`src/rtl/fetch_stage_pkg.sv`:
```
// Shared definitions for the instruction fetch stage: opcodes, reset constants,
// fetch FSM encoding and redirect-target helpers.
package fetch_stage_pkg;

  localparam logic [2:0] OP_R    = 3'b000;
  localparam logic [2:0] OP_SLTI = 3'b001;
  localparam logic [2:0] OP_J    = 3'b010;
  localparam logic [2:0] OP_JAL  = 3'b011;
  localparam logic [2:0] OP_LW   = 3'b100;
  localparam logic [2:0] OP_SW   = 3'b101;
  localparam logic [2:0] OP_BEQ  = 3'b110;
  localparam logic [2:0] OP_ADDI = 3'b111;

  localparam logic [15:0] NOP_INSTR = 16'h0000;
  localparam logic [15:0] RESET_PC  = 16'h0000;

  typedef enum logic [1:0] {
    IDLE    = 2'd0,
    FETCH   = 2'd1,
    HOLD    = 2'd2,
    DISCARD = 2'd3
  } fetch_state_t;

  // J-format: keep the region bits of the link address, word-align the field.
  function automatic logic [15:0] jump_target(input logic [15:0] link_pc,
                                              input logic [12:0] jump_addr);
    return {link_pc[15:14], jump_addr, 1'b0};
  endfunction

  function automatic logic [15:0] branch_align(input logic [15:0] target);
    return {target[15:1], 1'b0};
  endfunction

endpackage

```
`src/rtl/fetch_stage_pc_next_sel.sv`:
```
// Combinational next-PC selection: sequential successor plus the highest
// priority redirect (taken branch over jump).
module pc_next_sel
  import fetch_stage_pkg::*;
(
  input  logic        [15:0] pc,
  input  logic        [15:0] link_pc,
  input  logic               jump_en,
  input  logic        [12:0] jump_addr,
  input  logic               branch_taken,
  input  logic        [15:0] branch_target,
  output logic        [15:0] seq_pc,
  output logic        [15:0] target,
  output logic               redirect
);

  assign seq_pc = pc + 16'd2;

  always_comb begin
    target   = seq_pc;
    redirect = 1'b0;
    if (branch_taken) begin
      target   = branch_align(branch_target);
      redirect = 1'b1;
    end else if (jump_en) begin
      target   = jump_target(link_pc, jump_addr);
      redirect = 1'b1;
    end
  end

endmodule

```
`src/rtl/fetch_stage.sv`:
```
// Instruction fetch stage: drives a variable-latency instruction memory and
// fills the IF/ID register, honouring decode stalls and branch/jump redirects.
module fetch_stage
  import fetch_stage_pkg::*;
(
  input  logic        clk,
  input  logic        rst,
  input  logic        stall,
  input  logic        jump_en,
  input  logic [12:0] jump_addr,
  input  logic        branch_taken,
  input  logic [15:0] branch_target,
  output logic        imem_req,
  output logic [15:0] imem_addr,
  input  logic        imem_ready,
  input  logic [15:0] imem_rdata,
  output logic [15:0] pc,
  output logic [15:0] if_id_instr,
  output logic [15:0] if_id_pc_plus2,
  output logic        if_id_valid
);

  fetch_state_t state;
  logic [15:0]  pc_q;
  logic [15:0]  hold_buf;
  logic [15:0]  seq_pc;
  logic [15:0]  redir_target;
  logic         redirect;

  pc_next_sel u_pc_next_sel (
    .pc            (pc_q),
    .link_pc       (if_id_pc_plus2),
    .jump_en       (jump_en),
    .jump_addr     (jump_addr),
    .branch_taken  (branch_taken),
    .branch_target (branch_target),
    .seq_pc        (seq_pc),
    .target        (redir_target),
    .redirect      (redirect)
  );

  assign pc        = pc_q;
  assign imem_addr = pc_q;

  always_ff @(posedge clk or posedge rst) begin
    if (rst) begin
      state          <= IDLE;
      pc_q           <= RESET_PC;
      imem_req       <= 1'b0;
      hold_buf       <= NOP_INSTR;
      if_id_instr    <= NOP_INSTR;
      if_id_pc_plus2 <= 16'h0000;
      if_id_valid    <= 1'b0;
    end else begin
      // Every redirect flushes IF/ID and retargets pc; the state arms below
      // only decide how the memory handshake continues.
      if (redirect) begin
        pc_q        <= redir_target;
        if_id_instr <= NOP_INSTR;
        if_id_valid <= 1'b0;
      end
      case (state)
        IDLE: begin
          state    <= FETCH;
          imem_req <= 1'b1;
        end
        FETCH: begin
          if (redirect) begin
            // A response still in flight must be drained before refetching.
            state    <= imem_ready ? FETCH : DISCARD;
            imem_req <= imem_ready;
          end else if (imem_ready && stall) begin
            hold_buf <= imem_rdata;
            state    <= HOLD;
            imem_req <= 1'b0;
          end else if (imem_ready) begin
            if_id_instr    <= imem_rdata;
            if_id_pc_plus2 <= seq_pc;
            if_id_valid    <= 1'b1;
            pc_q           <= seq_pc;
          end else if (!stall) begin
            if_id_instr <= NOP_INSTR;
            if_id_valid <= 1'b0;
          end
        end
        HOLD: begin
          if (redirect) begin
            hold_buf <= NOP_INSTR;
            state    <= FETCH;
            imem_req <= 1'b1;
          end else if (!stall) begin
            if_id_instr    <= hold_buf;
            if_id_pc_plus2 <= seq_pc;
            if_id_valid    <= 1'b1;
            pc_q           <= seq_pc;
            state          <= FETCH;
            imem_req       <= 1'b1;
          end
        end
        DISCARD: begin
          if (!redirect && !stall) begin
            if_id_instr <= NOP_INSTR;
            if_id_valid <= 1'b0;
          end
          if (imem_ready) begin
            state    <= FETCH;
            imem_req <= 1'b1;
          end
        end
        default: begin
          state    <= IDLE;
          imem_req <= 1'b0;
        end
      endcase
    end
  end

endmodule

```
`config.mk`:
```
export PLATFORM = sky130hd
export DESIGN_NAME = fetch_stage
export DESIGN_NICKNAME = d
export VERILOG_FILES = /design/src/rtl/fetch_stage_pkg.sv /design/src/rtl/fetch_stage_pc_next_sel.sv /design/src/rtl/fetch_stage.sv
export SDC_FILE = /design/constraint.sdc
export NUM_CORES = 1
export LEC_CHECK = 0
export BUFFER_PORTS_ARGS = -buffer_cell sky130_fd_sc_hd__buf_2
export CORE_MARGIN = 5
export CORE_UTILIZATION = 50
export CTS_CLUSTER_SIZE = 25
export DETAILED_ROUTE_END_ITERATION = 10
export HOLD_SLACK_MARGIN = 0.06
export PLACE_DENSITY_LB_ADDON = 0.15
export SLEW_MARGIN = 30
export SYNTH_ARGS = -nofsm -noshare
export SYNTH_HDL_FRONTEND = slang
export SYNTH_SLANG_ARGS = --single-unit
```
`constraint.sdc`:
```
create_clock -name clk -period 4.3 [get_ports clk]
set_input_delay 1.29 -clock clk [delete_from_list [all_inputs] [get_ports clk]]
set_output_delay 1.29 -clock clk [all_outputs]
set_load 0.02 [all_outputs]
```
After elaboration in Yosys (flattened, before gate mapping)
Index checks and enable logic that the tools add are counted.

Register bits: 68. Input bits: 51. Output and inout bits: 66. Word-level logic and storage cells: 82.

Add/sub/neg operators: 1. Equal/unequal tests: 13. Muxes and demuxes: 52. Reduce and logical (&&, ||, !) cells: 9.

Operators by type and width (number): $mux 16 (24); $pmux 16 s2 (3); $pmux 16 s3 (1); $add 16x2->16 const B (1); $ne 2x2->1 const B (8); $mux 1 (15); $mux 2 (6); $pmux 2 s4 (1); $ne 3x3->1 const B (2); $reduce_and 6->1 (1); $eq 2x2->1 const B (2); $pmux 1 s4 (1); $reduce_and 4->1 (1); $pmux 1 s3 (1); $reduce_and 3->1 (1); $eq 2x1->1 const B (1); $logic_and 1x1->1 (2); $logic_not 1->1 (2); $logic_not 2->1 (1); $reduce_bool 2->1 (1).

Depth between registers and ports, before layout
Word-level depth: 8. Depth in mapped cells: 9. Gate-level depth less buffers: 7.

Modules after synthesis
A second synthesis with hierarchy kept.

Cells, all modules: 340. Area total of the unflattened synthesis: 4013.8 µm².

By module, submodules not included: fetch_stage (times used 1, cells an instance 256, area an instance 3362.0 µm², sequential area each 1701.6 µm²); pc_next_sel (times used 1, cells an instance 84, area an instance 651.9 µm², sequential area each 0.0 µm²).

Worst setup path before layout
OpenSTA, ideal clock, no wires.

Path kind: input -> register. Start point: input port branch_taken. End point: register if_id_pc_plus2[0]. Setup time: 0.125 ns. Data arrival time: 2.428 ns. Required time: 4.175 ns. Slack: 1.747 ns. Stages: 4. Buffers on the path: 1. Cell sequence: buf_2 or2_1 nor3_4 mux2_2.

Word-level cells in the longest chain between the ends: 3. Elaborated cells on any way between the ends: 4. Classes of those cells: 2 x eq/ne; 1 x mux; 1 x reduce/logical.

Ends and longest elaborated chain: start: declaration (line fetch_stage.sv:11) `input logic branch_taken,`; $mux 1 (*) (line fetch_stage_pc_next_sel.sv:22) `if (branch_taken) begin`; $ne 2x2->1 (no line); $reduce_and 6->1 (no line) (*); end signal: assignment (line fetch_stage.sv:78) `if_id_pc_plus2 <= seq_pc;`; end signal: assignment (line fetch_stage.sv:93) `if_id_pc_plus2 <= seq_pc;`; end: declaration (line fetch_stage.sv:19) `output logic [15:0] if_id_pc_plus2,`.

Mark *: on every way between the ends. The rest lies on a longest branch, timed or not. A chain may end at the register's enable or synchronous reset.

Worst setup path in the final report
Start point: input port jump_en. End point: register if_id_pc_plus2[10].

Word-level cells in the longest chain between the ends: 4. Elaborated cells on any way between the ends: 5. Classes of those cells: 2 x eq/ne; 2 x mux; 1 x reduce/logical.

Ends and longest elaborated chain: start: declaration (line fetch_stage.sv:9) `input logic jump_en,`; $mux 1 (*) (line fetch_stage_pc_next_sel.sv:25) `end else if (jump_en) begin`; $mux 1 (*) (line fetch_stage_pc_next_sel.sv:22); $ne 2x2->1 (no line); $reduce_and 6->1 (no line) (*).

Marks and branches as above.

==> impl_results.md <==
- Combinational family with the most area after synthesis: simple AND/OR/NAND/NOR gates
- Mean instance size in the synthesized netlist: 8.56 sq um
- Share of synthesized cell area in full adder, half adder and majority cells: 1.47%
- Depth of the worst register-to-register path: 7
- Slowest cell on the critical path: sky130_fd_sc_hd__nor3_4
- Path type of the worst min-delay path: register to register
- Post-detailed-routing wire length: 11.6 mm
- Library cell used as clock root buffer: sky130_fd_sc_hd__clkbuf_8
- Worst-case headroom to the max-slew limit: 39.6%
- Worst setup slack after layout: 1230 ps
- Overall track demand over capacity in global routing: 22.6%
- Worst Path Arrival: 3340 ps
- Largest cells by area after synthesis: sky130_fd_sc_hd__dfrtp_1 (40%), sky130_fd_sc_hd__nand2_1 (6.3%), sky130_fd_sc_hd__o21ai_0 (5.8%)
- Remaining global-route overflow: 0
- Site row count: 33
- Top-Level Pins: 117
- Cells after Synth: 496
- Capturing instance or port of the critical path: if_id_pc_plus2[10]
- Flops & latches, synth: 68
- Pin count of the biggest net entering global routing: 69
- Largest fanout on the critical path: 22
- Start-to-end type of the worst setup path: input port to register
- Async set-or-reset flop fraction in the synthesized netlist: 100%
- Capturing point of the worst reg2reg path: imem_addr[14]
- Average wire per cell in the routed design: 17.1 um
- CP Launch Point: jump_en
- Yosys top cell by area: sky130_fd_sc_hd__dfrtp_1
- Initial DRC count: 280
- Combined area of all synthesized cells: 0.00425 sq mm
- Crit. End Element: register
- Outcome: finished, final reports clean
- IR drop worst, VDD: 0.000457 V
- Number of buffers added by the clock tree synthesis step: 9
- First-pass GRT wire length: 18.8 mm
- Clock Path Buffers: 2
- Fmax achieved: 0.326 GHz
- P&R area growth vs syn: 14.5%
- Hold WS: 474 ps
- Nets in the synthesized netlist: 552
- Power density of the placed cells: 711 mW/mm^2
- Proportion of layout cells with a drive suffix above 1: 27.5%
- Fin util: 58.9%
- H-tree depth reported by CTS: 3
- CP required: 4570 ps
- Total count of hold-check failures in the final report: 0
- DRC viols: 0
- CP startpoint kind: input port
- Overall via count from detail_route: 3975
- YS warnings: 0
- Placed wire-length estimate: 8.00 mm
- Synth Area in Compound Gates: 19.8%
- Placed insts: 664
- Initial cell density of the core: 51.4%
- Seq/Total Area, Yosys: 40.1%
- Final-stage net count: 626
- Top cell type's share of synthesized area: 40.1%
- Vias in the first global route: 3737
- Worst R2R Setup Slack: 1500 ps
- Unrepaired setup endpoints after global routing: false
- Parity-gate share of the synthesized area counting xor and xnor cells: 5.36%
- Fin crit share: 71.3%
- Number of max-cap violations: 0
- Multiplexer share of the synthesized area: 2.27%
- Most used standard cells in the synthesized netlist: sky130_fd_sc_hd__nand2_1 (71), sky130_fd_sc_hd__dfrtp_1 (68), sky130_fd_sc_hd__o21ai_0 (49), sky130_fd_sc_hd__nor2_1 (31), sky130_fd_sc_hd__a21oi_1 (30)
- Weighted congestion at the end of routability-driven global placement: 0.887
- Core Box Area: 0.00826 sq mm
- Register clock-pin slew on the reported worst setup and hold paths: 70 ps
- Max-slew violation count: 0
- Number of buffers added to fix hold violations after cts: 0
- Count of fill cells added during filler insertion: 782
- Simple-gate area share of the yosys netlist: 21.6%
- Total iterations of the first detailed-routing run: 5
- Final cell count without fillers: 679
- Post-route antenna net violation count: 0
- Width of the die: 102 um
- Delay of the slowest critical-path stage: 700 ps
- TritonCTS clock tree: done
- Pleak: 0.00228 uW
- Diodes inserted: 0
- Post-CTS Setup Repair Bufs: 0
- Mean number of vias per cell: 5.85
- Final TNS setup: 0 ps
- Overall die height: 102 um
- Worst R2R Start: state[0]
- TritonCTS sink count: 68
- Dominant register cell in the synthesized netlist: sky130_fd_sc_hd__dfrtp_1
- Count of final setup violators: 0
- Time the worst path needs with I/O delays and setup: 3070 ps
- Die area: 0.0104 sq mm
- Count of unique library cells instantiated by Yosys: 62
- EDFF count, synth: 0
- Number of antenna violations at the first check in global routing: 0
- Post-cts resize count: 0
- Worst-Skew Late Latency: 350 ps
- Worst-margin pin slew: 906 ps
- Most frequently used cell type in the post-synthesis netlist: sky130_fd_sc_hd__nand2_1
- Count of input and output buffers: 115
- Fin Clk Skew: 10.1 ps
- Chain of cells forming the critical path: buf_2 -> or2_1 -> nor3_4 -> buf_4 -> nor2_1 -> a21oi_1
- Pre-CTS setup slack: 932 ps
## cells by family (layout without fill, tap and decap cells)
family                     count (synthesis)  after routing
xor gates and xnor gates                  26             26
buffers and inverters                     65            143
adders and majority gates                  5              5
AOI/OAI and AO/OA                        140            140
and+or+nand+nor                          183            183
DFF                                       68             68
muxes                                      9              9
## sequential cells by signal, indices dropped and copies added, names as in the netlist
register	count
if_id_valid	1
if_id_pc_plus2	16
state	2
imem_req	1
if_id_instr	16
hold_buf	16
imem_addr	16
## layer usage
| layer | global-route usage (%) | part of all wire, % | vias to the layer above |
|---|---|---|---|
| met4 | 6.46 | 1.1 | 0 |
| li1 | - | - | 1886 |
| met2 | 34.8 | 46 | 189 |
| met5 | 0 | 0 | - |
| met3 | 3.96 | 9.5 | 14 |
| met1 | 32.9 | 43 | 1886 |
## where the power goes
| part | internal [uW] | total [uW] | switching (uW) |
|---|---|---|---|
| logic | 583 | 1650 | 1070 |
| registers | 875 | 1160 | 287 |
| clock network | 383 | 641 | 258 |
## cell usage in the layout (no fill, tap or decap), types with 7 or more instances in the layout
master	instances
sky130_fd_sc_hd__a21oi_1	30
sky130_fd_sc_hd__nor2b_1	7
sky130_fd_sc_hd__nor2_1	30
sky130_fd_sc_hd__a22oi_1	17
sky130_fd_sc_hd__dfrtp_1	68
sky130_fd_sc_hd__inv_1	7
sky130_fd_sc_hd__nor4_1	7
sky130_fd_sc_hd__nand2_1	71
sky130_fd_sc_hd__a31oi_1	10
sky130_fd_sc_hd__nand3_1	11
sky130_fd_sc_hd__nor3_1	20
sky130_fd_sc_hd__buf_2	115
sky130_fd_sc_hd__xnor2_1	15
sky130_fd_sc_hd__clkbuf_8	9
sky130_fd_sc_hd__o22ai_1	8
sky130_fd_sc_hd__xor2_1	11
sky130_fd_sc_hd__o21ai_0	49
## cell type report
type	instances	area (sq um)	area share (%)
Tap cell	105	131	2.70
Multi-Input combinational cell	363	2150	44.2
Clock buffer	9	124	2.55
Clock inverter	6	114	2.34
Timing Repair Buffer	119	609	12.5
Sequential cell	68	1700	35.0
Inverter	9	33.8	0.695
## worst max-delay path, delay by kind of cell
kind                   cells  cell delay, ps
buffers and inverters      2             580
AND/OR/NAND/NOR            3            1350
AO/OA/AOI/OAI              1             110
## worst min-delay path by stage
| stage | depth (start not counted) | slack, ps | to | from |
|---|---|---|---|---|
| 3_5_place_dp | 2 | 470 | if_id_instr[4] | if_id_instr[4] |
| 6_report | 2 | 470 | if_id_instr[4] | if_id_instr[4] |
| 3_3_place_gp | 2 | 460 | if_id_instr[2] | if_id_instr[2] |
| 5_1_grt | 2 | 510 | if_id_instr[8] | if_id_instr[8] |
| 4_1_cts | 2 | 480 | if_id_instr[4] | if_id_instr[4] |
| 2_1_floorplan | 2 | 450 | hold_buf[0] | hold_buf[0] |
## stage by stage
step           instance area (sq um)  total power [uW]
6_report                        4860              3450
5_1_grt                         4860              3700
4_1_cts                         4860              3460
3_5_place_dp                    4620              2810
3_3_place_gp                    4620              2770
2_1_floorplan                   4250              2470
Note: power is estimated with default switching activity, not from simulation.
